File: src/rtl/bg_fill_pkg.sv
// bg_fill_pkg: shared constants, FSM state type, command record and the
// full-byte test used by the background fill writer.
// Optional feature macro: BG_FILL_CLEAR_EN (adds the StClr state).
package bg_fill_pkg;

  localparam int unsigned SCREEN_W  = 320;
  localparam int unsigned SCREEN_H  = 240;
  localparam int unsigned ROW_BYTES = 160;
  localparam int unsigned FB_BYTES  = 38400;
  localparam int unsigned ADDR_W    = 16;

`ifdef BG_FILL_CLEAR_EN
  typedef enum logic [2:0] {StIdle, StRow, StRd, StWr, StFin, StClr} fill_state_t;
`else
  typedef enum logic [2:0] {StIdle, StRow, StRd, StWr, StFin} fill_state_t;
`endif

  typedef struct packed {
    logic [8:0] x;
    logic [7:0] y;
    logic [8:0] w;
    logic [7:0] h;
    logic [3:0] color;
  } cmd_t;

  // A byte can be written blind only when both of its nibbles are inside the row span.
  function automatic logic is_full(input logic [8:0] col, input logic [8:0] x_end);
    return !col[0] && (({1'b0, col} + 10'd1) < {1'b0, x_end});
  endfunction

endpackage

File: src/rtl/bg_fill_writer_if.sv
// bg_fill_writer_if: command handshake plus frame-buffer write-port bundle.
//   master : engine view (takes commands, drives memory strobes, busy/done)
//   slave  : environment view (issues commands, returns read data)
interface bg_fill_writer_if;
  import bg_fill_pkg::*;

  logic              cmd_valid;
  logic              cmd_ready;
  logic [8:0]        cmd_x;
  logic [7:0]        cmd_y;
  logic [8:0]        cmd_w;
  logic [7:0]        cmd_h;
  logic [3:0]        cmd_color;
  logic [ADDR_W-1:0] mem_addr;
  logic              mem_we;
  logic [7:0]        mem_wdata;
  logic              mem_re;
  logic [7:0]        mem_rdata;
  logic              busy;
  logic              done;

  modport master (
    input  cmd_valid, cmd_x, cmd_y, cmd_w, cmd_h, cmd_color, mem_rdata,
    output cmd_ready, mem_addr, mem_we, mem_wdata, mem_re, busy, done
  );

  modport slave (
    output cmd_valid, cmd_x, cmd_y, cmd_w, cmd_h, cmd_color, mem_rdata,
    input  cmd_ready, mem_addr, mem_we, mem_wdata, mem_re, busy, done
  );

endinterface

File: src/rtl/bg_fill_rowaddr.sv
// bg_fill_rowaddr: row-base accumulator and column-to-byte address.
//   i_clk, i_rst_n : clock, async active-low reset
//   i_load, i_y    : load base with y*160 (shift-add, no multiplier)
//   i_step         : advance base by one row (160 bytes)
//   i_col          : current pixel column
//   o_addr         : base + col/2
module bg_fill_rowaddr
  import bg_fill_pkg::*;
(
  input  logic              i_clk,
  input  logic              i_rst_n,
  input  logic              i_load,
  input  logic              i_step,
  input  logic [7:0]        i_y,
  input  logic [8:0]        i_col,
  output logic [ADDR_W-1:0] o_addr
);

  localparam logic [ADDR_W-1:0] RowStep = ADDR_W'(ROW_BYTES);

  logic [ADDR_W-1:0] r_base;
  logic [ADDR_W-1:0] w_y_ext;

  assign w_y_ext = {{(ADDR_W-8){1'b0}}, i_y};

  always_ff @(posedge i_clk or negedge i_rst_n) begin
    if (!i_rst_n) begin
      r_base <= '0;
    end else if (i_load) begin
      r_base <= (w_y_ext << 7) + (w_y_ext << 5);
    end else if (i_step) begin
      r_base <= r_base + RowStep;
    end
  end

  assign o_addr = r_base + {{(ADDR_W-8){1'b0}}, i_col[8:1]};

endmodule

File: src/rtl/bg_fill_writer.sv
// bg_fill_writer: rectangle-fill engine for the 320x240 4-bit background buffer.
// Two pixels per byte (even pixel in [7:4]); edge bytes covering one nibble
// use read-modify-write.
//   i_clk, i_rst_n : clock, async active-low reset (aborts any command)
//   i_clear_req    : whole-buffer clear request (only with BG_FILL_CLEAR_EN)
//   bus            : bg_fill_writer_if.master (command handshake, memory port,
//                    busy, done)
// Optional feature macro: BG_FILL_CLEAR_EN.
module bg_fill_writer
  import bg_fill_pkg::*;
(
  input  logic                    i_clk,
  input  logic                    i_rst_n,
`ifdef BG_FILL_CLEAR_EN
  input  logic                    i_clear_req,
`endif
  bg_fill_writer_if.master        bus
);

  fill_state_t r_state, w_state_d;

  logic [8:0] r_x, w_x_d;
  logic [8:0] r_x_end, w_x_end_d;
  logic [7:0] r_y_end, w_y_end_d;
  logic [7:0] r_row, w_row_d;
  logic [8:0] r_col, w_col_d;
  logic [3:0] r_color, w_color_d;
  logic       r_first, w_first_d;
  logic       r_partial, w_partial_d;
`ifdef BG_FILL_CLEAR_EN
  logic [ADDR_W-1:0] r_clr_addr, w_clr_addr_d;
`endif

  cmd_t       w_cmd;
  logic [9:0] w_x_sum;
  logic [8:0] w_y_sum;
  logic [8:0] w_col_next;
  logic       w_row_load, w_row_step;
  logic [ADDR_W-1:0] w_byte_addr;

  logic              w_cmd_ready;
  logic [ADDR_W-1:0] w_mem_addr;
  logic              w_mem_we;
  logic              w_mem_re;
  logic [7:0]        w_mem_wdata;

  assign w_cmd = '{x: bus.cmd_x, y: bus.cmd_y, w: bus.cmd_w, h: bus.cmd_h,
                   color: bus.cmd_color};

  // Clipped extents; an off-screen origin clips to an empty span.
  assign w_x_sum = {1'b0, w_cmd.x} + {1'b0, w_cmd.w};
  assign w_y_sum = {1'b0, w_cmd.y} + {1'b0, w_cmd.h};

  bg_fill_rowaddr u_rowaddr (
    .i_clk   (i_clk),
    .i_rst_n (i_rst_n),
    .i_load  (w_row_load),
    .i_step  (w_row_step),
    .i_y     (r_row),
    .i_col   (r_col),
    .o_addr  (w_byte_addr)
  );

  always_ff @(posedge i_clk or negedge i_rst_n) begin
    if (!i_rst_n) begin
      r_state   <= StIdle;
      r_x       <= '0;
      r_x_end   <= '0;
      r_y_end   <= '0;
      r_row     <= '0;
      r_col     <= '0;
      r_color   <= '0;
      r_first   <= 1'b0;
      r_partial <= 1'b0;
`ifdef BG_FILL_CLEAR_EN
      r_clr_addr <= '0;
`endif
    end else begin
      r_state   <= w_state_d;
      r_x       <= w_x_d;
      r_x_end   <= w_x_end_d;
      r_y_end   <= w_y_end_d;
      r_row     <= w_row_d;
      r_col     <= w_col_d;
      r_color   <= w_color_d;
      r_first   <= w_first_d;
      r_partial <= w_partial_d;
`ifdef BG_FILL_CLEAR_EN
      r_clr_addr <= w_clr_addr_d;
`endif
    end
  end

  always_comb begin
    w_state_d   = r_state;
    w_x_d       = r_x;
    w_x_end_d   = r_x_end;
    w_y_end_d   = r_y_end;
    w_row_d     = r_row;
    w_col_d     = r_col;
    w_color_d   = r_color;
    w_first_d   = r_first;
    w_partial_d = r_partial;
`ifdef BG_FILL_CLEAR_EN
    w_clr_addr_d = r_clr_addr;
`endif
    w_col_next  = r_col + (r_partial ? 9'd1 : 9'd2);
    w_row_load  = 1'b0;
    w_row_step  = 1'b0;
    w_mem_addr  = '0;
    w_mem_we    = 1'b0;
    w_mem_re    = 1'b0;
    w_mem_wdata = '0;

    unique case (r_state)
      StIdle: begin
`ifdef BG_FILL_CLEAR_EN
        if (i_clear_req) begin
          w_clr_addr_d = '0;
          w_state_d    = StClr;
        end else
`endif
        if (bus.cmd_valid) begin
          w_x_d     = w_cmd.x;
          w_x_end_d = (w_x_sum > 10'(SCREEN_W)) ? 9'(SCREEN_W) : w_x_sum[8:0];
          w_y_end_d = (w_y_sum > 9'(SCREEN_H)) ? 8'(SCREEN_H) : w_y_sum[7:0];
          w_row_d   = w_cmd.y;
          w_color_d = w_cmd.color;
          w_first_d = 1'b1;
          w_state_d = StRow;
        end
      end

      StRow: begin
        // Empty clipped rectangle (w==0, h==0 or off-screen origin) ends here.
        if ((r_x >= r_x_end) || (r_row >= r_y_end)) begin
          w_state_d = StFin;
        end else begin
          w_row_load  = r_first;
          w_row_step  = !r_first;
          w_first_d   = 1'b0;
          w_col_d     = r_x;
          w_partial_d = !is_full(r_x, r_x_end);
          w_state_d   = is_full(r_x, r_x_end) ? StWr : StRd;
        end
      end

      StRd: begin
        w_mem_re   = 1'b1;
        w_mem_addr = w_byte_addr;
        w_state_d  = StWr;
      end

      StWr: begin
        w_mem_we   = 1'b1;
        w_mem_addr = w_byte_addr;
        if (!r_partial) begin
          w_mem_wdata = {r_color, r_color};
        end else if (r_col[0]) begin
          w_mem_wdata = {bus.mem_rdata[7:4], r_color};
        end else begin
          w_mem_wdata = {r_color, bus.mem_rdata[3:0]};
        end
        w_col_d = w_col_next;
        if (w_col_next >= r_x_end) begin
          w_row_d   = r_row + 8'd1;
          w_state_d = ({1'b0, r_row} + 9'd1 >= {1'b0, r_y_end}) ? StFin : StRow;
        end else begin
          w_partial_d = !is_full(w_col_next, r_x_end);
          w_state_d   = is_full(w_col_next, r_x_end) ? StWr : StRd;
        end
      end

`ifdef BG_FILL_CLEAR_EN
      StClr: begin
        w_mem_we     = 1'b1;
        w_mem_addr   = r_clr_addr;
        w_clr_addr_d = r_clr_addr + 1'b1;
        if (r_clr_addr == ADDR_W'(FB_BYTES - 1)) begin
          w_state_d = StFin;
        end
      end
`endif

      StFin: begin
        w_state_d = StIdle;
      end

      default: begin
        w_state_d = StIdle;
      end
    endcase
  end

  // Gated by reset so every output reads 0 while the engine is held in reset.
`ifdef BG_FILL_CLEAR_EN
  assign w_cmd_ready = i_rst_n && (r_state == StIdle) && !i_clear_req;
`else
  assign w_cmd_ready = i_rst_n && (r_state == StIdle);
`endif

  assign bus.cmd_ready = w_cmd_ready;
  assign bus.mem_addr  = w_mem_addr;
  assign bus.mem_we    = w_mem_we;
  assign bus.mem_re    = w_mem_re;
  assign bus.mem_wdata = w_mem_wdata;
  assign bus.busy      = (r_state != StIdle);
  assign bus.done      = (r_state == StFin);

endmodule

File: src/flat_wrapper.sv
// flat-port wrapper written by rule: the top's interface ports become plain ports
module bg_fill_writer_flat import bg_fill_pkg::*;
  (i_clk, i_rst_n, bus_cmd_valid, bus_cmd_x, bus_cmd_y, bus_cmd_w, bus_cmd_h, bus_cmd_color, bus_mem_rdata, bus_cmd_ready, bus_mem_addr, bus_mem_we, bus_mem_wdata, bus_mem_re, bus_busy, bus_done);
  bg_fill_writer_if bus_i ();
  input  logic i_clk;
  input  logic i_rst_n;
  input wire logic [$bits(bus_i.cmd_valid)-1:0] bus_cmd_valid;
  input wire logic [$bits(bus_i.cmd_x)-1:0] bus_cmd_x;
  input wire logic [$bits(bus_i.cmd_y)-1:0] bus_cmd_y;
  input wire logic [$bits(bus_i.cmd_w)-1:0] bus_cmd_w;
  input wire logic [$bits(bus_i.cmd_h)-1:0] bus_cmd_h;
  input wire logic [$bits(bus_i.cmd_color)-1:0] bus_cmd_color;
  input wire logic [$bits(bus_i.mem_rdata)-1:0] bus_mem_rdata;
  output wire logic [$bits(bus_i.cmd_ready)-1:0] bus_cmd_ready;
  output wire logic [$bits(bus_i.mem_addr)-1:0] bus_mem_addr;
  output wire logic [$bits(bus_i.mem_we)-1:0] bus_mem_we;
  output wire logic [$bits(bus_i.mem_wdata)-1:0] bus_mem_wdata;
  output wire logic [$bits(bus_i.mem_re)-1:0] bus_mem_re;
  output wire logic [$bits(bus_i.busy)-1:0] bus_busy;
  output wire logic [$bits(bus_i.done)-1:0] bus_done;
  assign bus_i.cmd_valid = bus_cmd_valid;
  assign bus_i.cmd_x = bus_cmd_x;
  assign bus_i.cmd_y = bus_cmd_y;
  assign bus_i.cmd_w = bus_cmd_w;
  assign bus_i.cmd_h = bus_cmd_h;
  assign bus_i.cmd_color = bus_cmd_color;
  assign bus_i.mem_rdata = bus_mem_rdata;
  assign bus_cmd_ready = bus_i.cmd_ready;
  assign bus_mem_addr = bus_i.mem_addr;
  assign bus_mem_we = bus_i.mem_we;
  assign bus_mem_wdata = bus_i.mem_wdata;
  assign bus_mem_re = bus_i.mem_re;
  assign bus_busy = bus_i.busy;
  assign bus_done = bus_i.done;
  bg_fill_writer u_core (.i_clk(i_clk), .i_rst_n(i_rst_n), .bus(bus_i));
endmodule
File: config.mk
export PLATFORM = sky130hd
export DESIGN_NAME = bg_fill_writer_flat
export DESIGN_NICKNAME = d
export VERILOG_FILES = /design/src/rtl/bg_fill_pkg.sv /design/src/rtl/bg_fill_writer_if.sv /design/src/rtl/bg_fill_rowaddr.sv /design/src/rtl/bg_fill_writer.sv /design/src/flat_wrapper.sv
export SDC_FILE = /design/constraint.sdc
export NUM_CORES = 1
export LEC_CHECK = 0
export CAP_MARGIN = 0
export CORE_ASPECT_RATIO = 1.1
export CORE_MARGIN = 4
export CORE_UTILIZATION = 58
export DETAILED_ROUTE_END_ITERATION = 8
export GPL_TIMING_DRIVEN = 0
export PLACE_DENSITY = 0.9
export SYNTH_ARGS = -nofsm -noshare
export SYNTH_HDL_FRONTEND = slang
export SYNTH_SLANG_ARGS = --single-unit
File: constraint.sdc
create_clock -name i_clk -period 9.74 [get_ports i_clk]
set_input_delay 2.922 -clock i_clk [delete_from_list [all_inputs] [get_ports i_clk]]
set_output_delay 2.922 -clock i_clk [all_outputs]
set_load 0.02 [all_outputs]
======== Word-level counts from Yosys, hierarchy flattened ========
Cells that the tools add are included.
cells by class
  add/sub/neg operators ................... 10
  magnitude comparators ................... 8
  eq/ne operators ......................... 8
  mux-type cells .......................... 33
  reduce and logical (&&, ||, !) cells .... 21
operator list
  cell                                                                               number
  16-bit two-way mux                                                                 3
  8-bit two-way mux                                                                  6
  9-bit by 1-bit adder with 10-bit output (second input constant)                    2
  10-bit by 9-bit less-than comparator with 1-bit output                             2
  9-bit greater-or-equal comparator                                                  2
  9-bit two-way mux                                                                  2
  9-bit case mux with 2 select lines                                                 1
  15-bit by 13-bit adder with 16-bit output                                          1
  16-bit by 8-bit adder with 16-bit output                                           1
  16-bit by 8-bit adder with 16-bit output (second input constant)                   1
  8-bit case mux with 2 select lines                                                 1
  1-bit two-way mux                                                                  12
  3-bit two-way mux                                                                  4
  3-bit case mux with 4 select lines                                                 1
  9-bit by 9-bit adder with 10-bit output                                            1
  10-bit by 9-bit greater-than comparator with 1-bit output (second input constant)  1
  8-bit by 1-bit adder with 9-bit output (second input constant)                     1
  8-bit by 8-bit adder with 9-bit output                                             1
  9-bit adder                                                                        1
  9-bit by 8-bit greater-or-equal comparator with 1-bit output                       1
  9-bit by 8-bit greater-than comparator with 1-bit output (second input constant)   1
  3-bit AND reduction                                                                3
  8-bit by 1-bit adder with 8-bit output (second input constant)                     1
  8-bit greater-or-equal comparator                                                  1
  15 further kinds                                                                   29
storage, ports and cells
  bits in registers ....................... 68
  input port bits ......................... 49
  output and inout port bits .............. 29
  logic and storage cells ................. 90

======== Depth between registers and ports, before layout ========
  depth after elaboration ................. 8
  gate-level depth with buffers ........... 17
  mapped depth without buffers ............ 17

======== Modules after synthesis ========
A second synthesis with hierarchy kept.
second synthesis, totals
  cells, all modules ...................... 729
  area, all modules ....................... 6087.1 sq um
modules (own cells, without submodules)
  module           times used  cells each  area an instance (sq um)  sequential area each (sq um)
  bg_fill_writer   1           599         5017.3                    1301.2
  bg_fill_rowaddr  1           130         1069.8                    275.3

======== Least setup slack after synthesis ========
No wires, ideal clock.
  kind .................................... input port to output port
  start ................................... input bus_mem_rdata[4]
  end ..................................... output bus_mem_wdata[4]
  data arrival time ....................... 3.347 ns
  data required time ...................... 6.818 ns
  setup slack ............................. 3.471 ns
  cell stages on the path ................. 2
  buffers on the path ..................... 0
  path through ............................ nand3_1 -> a21oi_1
between the ends
  word-level cells in the longest chain between the ends .. 3
RTL lines
  item               line                   text
  start, declared    flat_wrapper.sv:13     input wire logic [$bits(bus_i.mem_rdata)-1:0] bus_mem_rdata;
  8-bit two-way mux  bg_fill_writer.sv:159  end else if (r_col[0]) begin
  8-bit two-way mux  bg_fill_writer.sv:157  if (!r_partial) begin
  8-bit two-way mux  bg_fill_writer.sv:115  unique case (r_state)
  end, declared      flat_wrapper.sv:17     output wire logic [$bits(bus_i.mem_wdata)-1:0] bus_mem_wdata;
No other way between the ends.

======== Worst setup path after layout ========
  start ................................... input i_rst_n
  end ..................................... output bus_cmd_ready
between the ends
  word-level cells in the longest chain between the ends .. 1
RTL lines
  item               line                   text
  start, declared    flat_wrapper.sv:6      input logic i_rst_n;
  1-bit logical AND  bg_fill_writer.sv:199  assign w_cmd_ready = i_rst_n && (r_state == StIdle);
  end, declared      flat_wrapper.sv:14     output wire logic [$bits(bus_i.cmd_ready)-1:0] bus_cmd_ready;
No other way between the ends.

==> run metrics <==
status=complete, no violations; count of mapped cells out of synthesis=723; number of sinks on the clock net=63; final number of max-transition violations=0; I/O pin total=78; CTS clk-pin slew, worst paths=60 ps; Post-Route Hold Slack=495.5 ps; Core Util, Final=0.7157; Clock H-tree levels=3; CTS tree=yes; crit path DAT=4570 ps; Finish-stage setup viols=0; power density normalized to cell area=85.83 nW/µm²; mean post-synth cell area=8.232 µm²; setup repair after global routing missed its margin=no; post-synthesis async set-or-reset flop share=1.000; CP cell instances=buf_2 -> buf_12 -> and2_1 -> clkdlybuf4s50_1; maximum fanout encountered on the critical timing path=35; top_reg_cell synth=sky130_fd_sc_hd__dfrtp_1; final cycle utilization of the critical path=0.7687; part of the Yosys area used for sequential elements=0.2649; area share of the largest cell type after synthesis=0.2649; leakage dissipation=3.342 nW; standard cell core area=9937 µm²; number of clock buffers inserted by TritonCTS=9; HPWL after detailed placement=12280 µm; total iterations of the first detailed-routing run=5; number of antenna-violating nets in the routed design=0; minimum period implied by the final worst setup slack=7487 ps; initial antenna violation count=0; cell type group with the largest total delay on the critical path=buffers and inverters; buffer type at the clock tree root=sky130_fd_sc_hd__clkbuf_8; total number of vias=5665; Setup crit end kind=output pin; Final Wtd Congestion=0.8901; actual slew at the worst max-slew pin=798.2 ps; worst supply voltage drop on vdd=0.00005272 V; Rel. slew slack=0.4541; Avg WL per Cell=16.57 µm; total negative slack for setup checks=0 ps; Setup Skew=8.918 ps; Synthesis Warnings=0; drt drc=0; register bit count reported by yosys=63; first-pass GRT wire length=26170 µm; Slowest Stage Delay on Critical Path=610 ps; Mapped Nets=860; routed vias/inst=6.046; die span in y=114.2 µm; horizontal die dimension=104.6 µm; number of enable flip-flop cells after synthesis=0; wirelength, routed=15530 µm; upper clock frequency limit=133.6 MHz; type of element launching the critical path=input pin; post-cts resize count=0; Skew-Pair Late Insertion Delay=360 ps; total number of placement rows=38; Buffers & Inverters on Critical Path=3; PortBufs=77; number of buffers added to fix hold violations after cts=0; die area=11950 µm²; pin count of the biggest net entering global routing=36; Max stage delay cell, worst path=sky130_fd_sc_hd__clkdlybuf4s50_1; critical path type=input pin to output pin; total standard cell area after synthesis=5952 µm²; type of the worst min-delay path=register to register; number of global-route vias before repair=5662; leading cell types by total area after synthesis=sky130_fd_sc_hd__dfrtp_1 (26%), sky130_fd_sc_hd__ha_1 (18%), sky130_fd_sc_hd__nand2_1 (5.0%); Diodes inserted=0; cell type with the largest total area after synthesis=sky130_fd_sc_hd__dfrtp_1; Final Hold Fails=0; starting density of the core=0.5990; Cell variety after synth=62; total congestion overflow after global routing=0; DP Worst Slack=2198 ps; max-cap violation count=0; data required time at the worst endpoint=6820 ps; count of routing violations after the opening detailed-route iteration=315; fraction of final layout cells sized beyond drive strength 1=0.04406; fin nets=949; global-route usage over all layers=0.2671; postcts setup bufs=0; area added between synthesis and finish=19.49%; post-route setup slack=2253 ps; worst-case clock buffer depth=2
==> registers in the layout, summed over array words and instances, names as in the netlist <==
name                     cells
u_core.r_col                 9
u_core.r_color               4
u_core.r_first               1
u_core.r_partial             1
u_core.r_row                 8
u_core.r_state               3
u_core.r_x                   9
u_core.r_x_end               9
u_core.r_y_end               8
u_core.u_rowaddr.r_base     11
==> cells by family after synthesis <==
kind of cell | count (synthesis) | synth area share
AND/OR/NAND/NOR | 254 | 0.2043
flip-flops | 63 | 0.2649
XOR/XNOR | 51 | 0.07505
adder cells (fa/ha/maj) | 88 | 0.1900
multiplexers | 12 | 0.02312
buffers and inverters | 65 | 0.04351
AO/OA/AOI/OAI | 190 | 0.1991
==> layout make-up <==
| class | count | area [µm²] |
|---|---|---|
| clock buffers | 13 | 158.9 |
| plain buffers | 22 | 97.59 |
| multi-input cells | 595 | 4116 |
| inverters | 43 | 161.4 |
| repair buffers | 78 | 785.8 |
| well taps | 120 | 150.1 |
| fillers | 805 | 2825 |
| flip-flops and latches | 63 | 1577 |
| clock inverters | 3 | 65.06 |
==> where the power goes <==
group / switching, mW / internal, mW
combinational: 0.0428 / 0.0416
sequential: 0 / 0.261
clock: 0.107 / 0.158
==> synth_stat cells (12+ instances only) <==
| master | number |
|---|---|
| sky130_fd_sc_hd__ha_1 | 84 |
| sky130_fd_sc_hd__o21ai_0 | 41 |
| sky130_fd_sc_hd__xor2_1 | 23 |
| sky130_fd_sc_hd__xnor2_1 | 28 |
| sky130_fd_sc_hd__nor2_1 | 63 |
| sky130_fd_sc_hd__nand2_1 | 79 |
| sky130_fd_sc_hd__nand3_1 | 29 |
| sky130_fd_sc_hd__o22ai_1 | 13 |
| sky130_fd_sc_hd__dfrtp_1 | 63 |
| sky130_fd_sc_hd__inv_1 | 43 |
| sky130_fd_sc_hd__clkbuf_1 | 17 |
| sky130_fd_sc_hd__a21oi_1 | 56 |
| sky130_fd_sc_hd__a211oi_1 | 13 |
| sky130_fd_sc_hd__nor2b_1 | 12 |
==> metrics by stage <==
stage               instance area (µm²)  cells  power [mW]
floorplan                          5952    723      0.3140
global placement                   6873    920      0.3468
detailed placement                 6888    921      0.3508
CTS                                7112    937      0.6125
global route                       7112    937      0.6346
finish                             7112    937      0.6104
==> path summary, 6_finish.rpt <==
kind / start / end / slack (ps) / depth (start not counted)
min in group asynchronous: i_rst_n / u_core.r_row[7] / 2620 / 1
hold / removal: u_core.r_x_end[3] / u_core.r_x_end[3] / 500 / 1
max in group asynchronous: i_rst_n / u_core.r_x[3] / 6490 / 2
setup / recovery: i_rst_n / bus_cmd_ready / 2250 / 4
setup reg to reg: u_core.r_partial / u_core.r_state[0] / 5840 / 16
hold reg to reg: u_core.r_x_end[3] / u_core.r_x_end[3] / 500 / 1
==> cells in the final DEF, fill, tap and decap left out, types with 5 or more instances in the layout <==
cell and count:
sky130_fd_sc_hd__clkbuf_8 11, sky130_fd_sc_hd__and3_1 10, sky130_fd_sc_hd__o22ai_1 13, sky130_fd_sc_hd__nand2_1 79, sky130_fd_sc_hd__nand3_1 29, sky130_fd_sc_hd__o21ai_0 41
sky130_fd_sc_hd__xor2_1 23, sky130_fd_sc_hd__ha_1 84, sky130_fd_sc_hd__nor2_1 63, sky130_fd_sc_hd__nand2b_1 11, sky130_fd_sc_hd__mux2i_1 7, sky130_fd_sc_hd__o21a_1 7
sky130_fd_sc_hd__o21ai_1 7, sky130_fd_sc_hd__nor2b_1 12, sky130_fd_sc_hd__clkdlybuf4s50_1 76, sky130_fd_sc_hd__a21o_1 10, sky130_fd_sc_hd__inv_1 43, sky130_fd_sc_hd__nor3_1 9
sky130_fd_sc_hd__nand4_1 10, sky130_fd_sc_hd__a31oi_1 8, sky130_fd_sc_hd__nor4_1 5, sky130_fd_sc_hd__and2_1 11, sky130_fd_sc_hd__dfrtp_1 63, sky130_fd_sc_hd__clkbuf_1 19
sky130_fd_sc_hd__a21oi_1 56, sky130_fd_sc_hd__xnor2_1 28, sky130_fd_sc_hd__a211oi_1 13
==> routing by layer <==
layer,GRT usage,vias up,part of all wire
met5,0,-,0
met4,0.1234,0,0.026
met3,0.02538,34,0.052
met2,0.4711,189,0.49
met1,0.3326,2675,0.43
li1,-,2767,-
(Power assumes the default switching activity.)
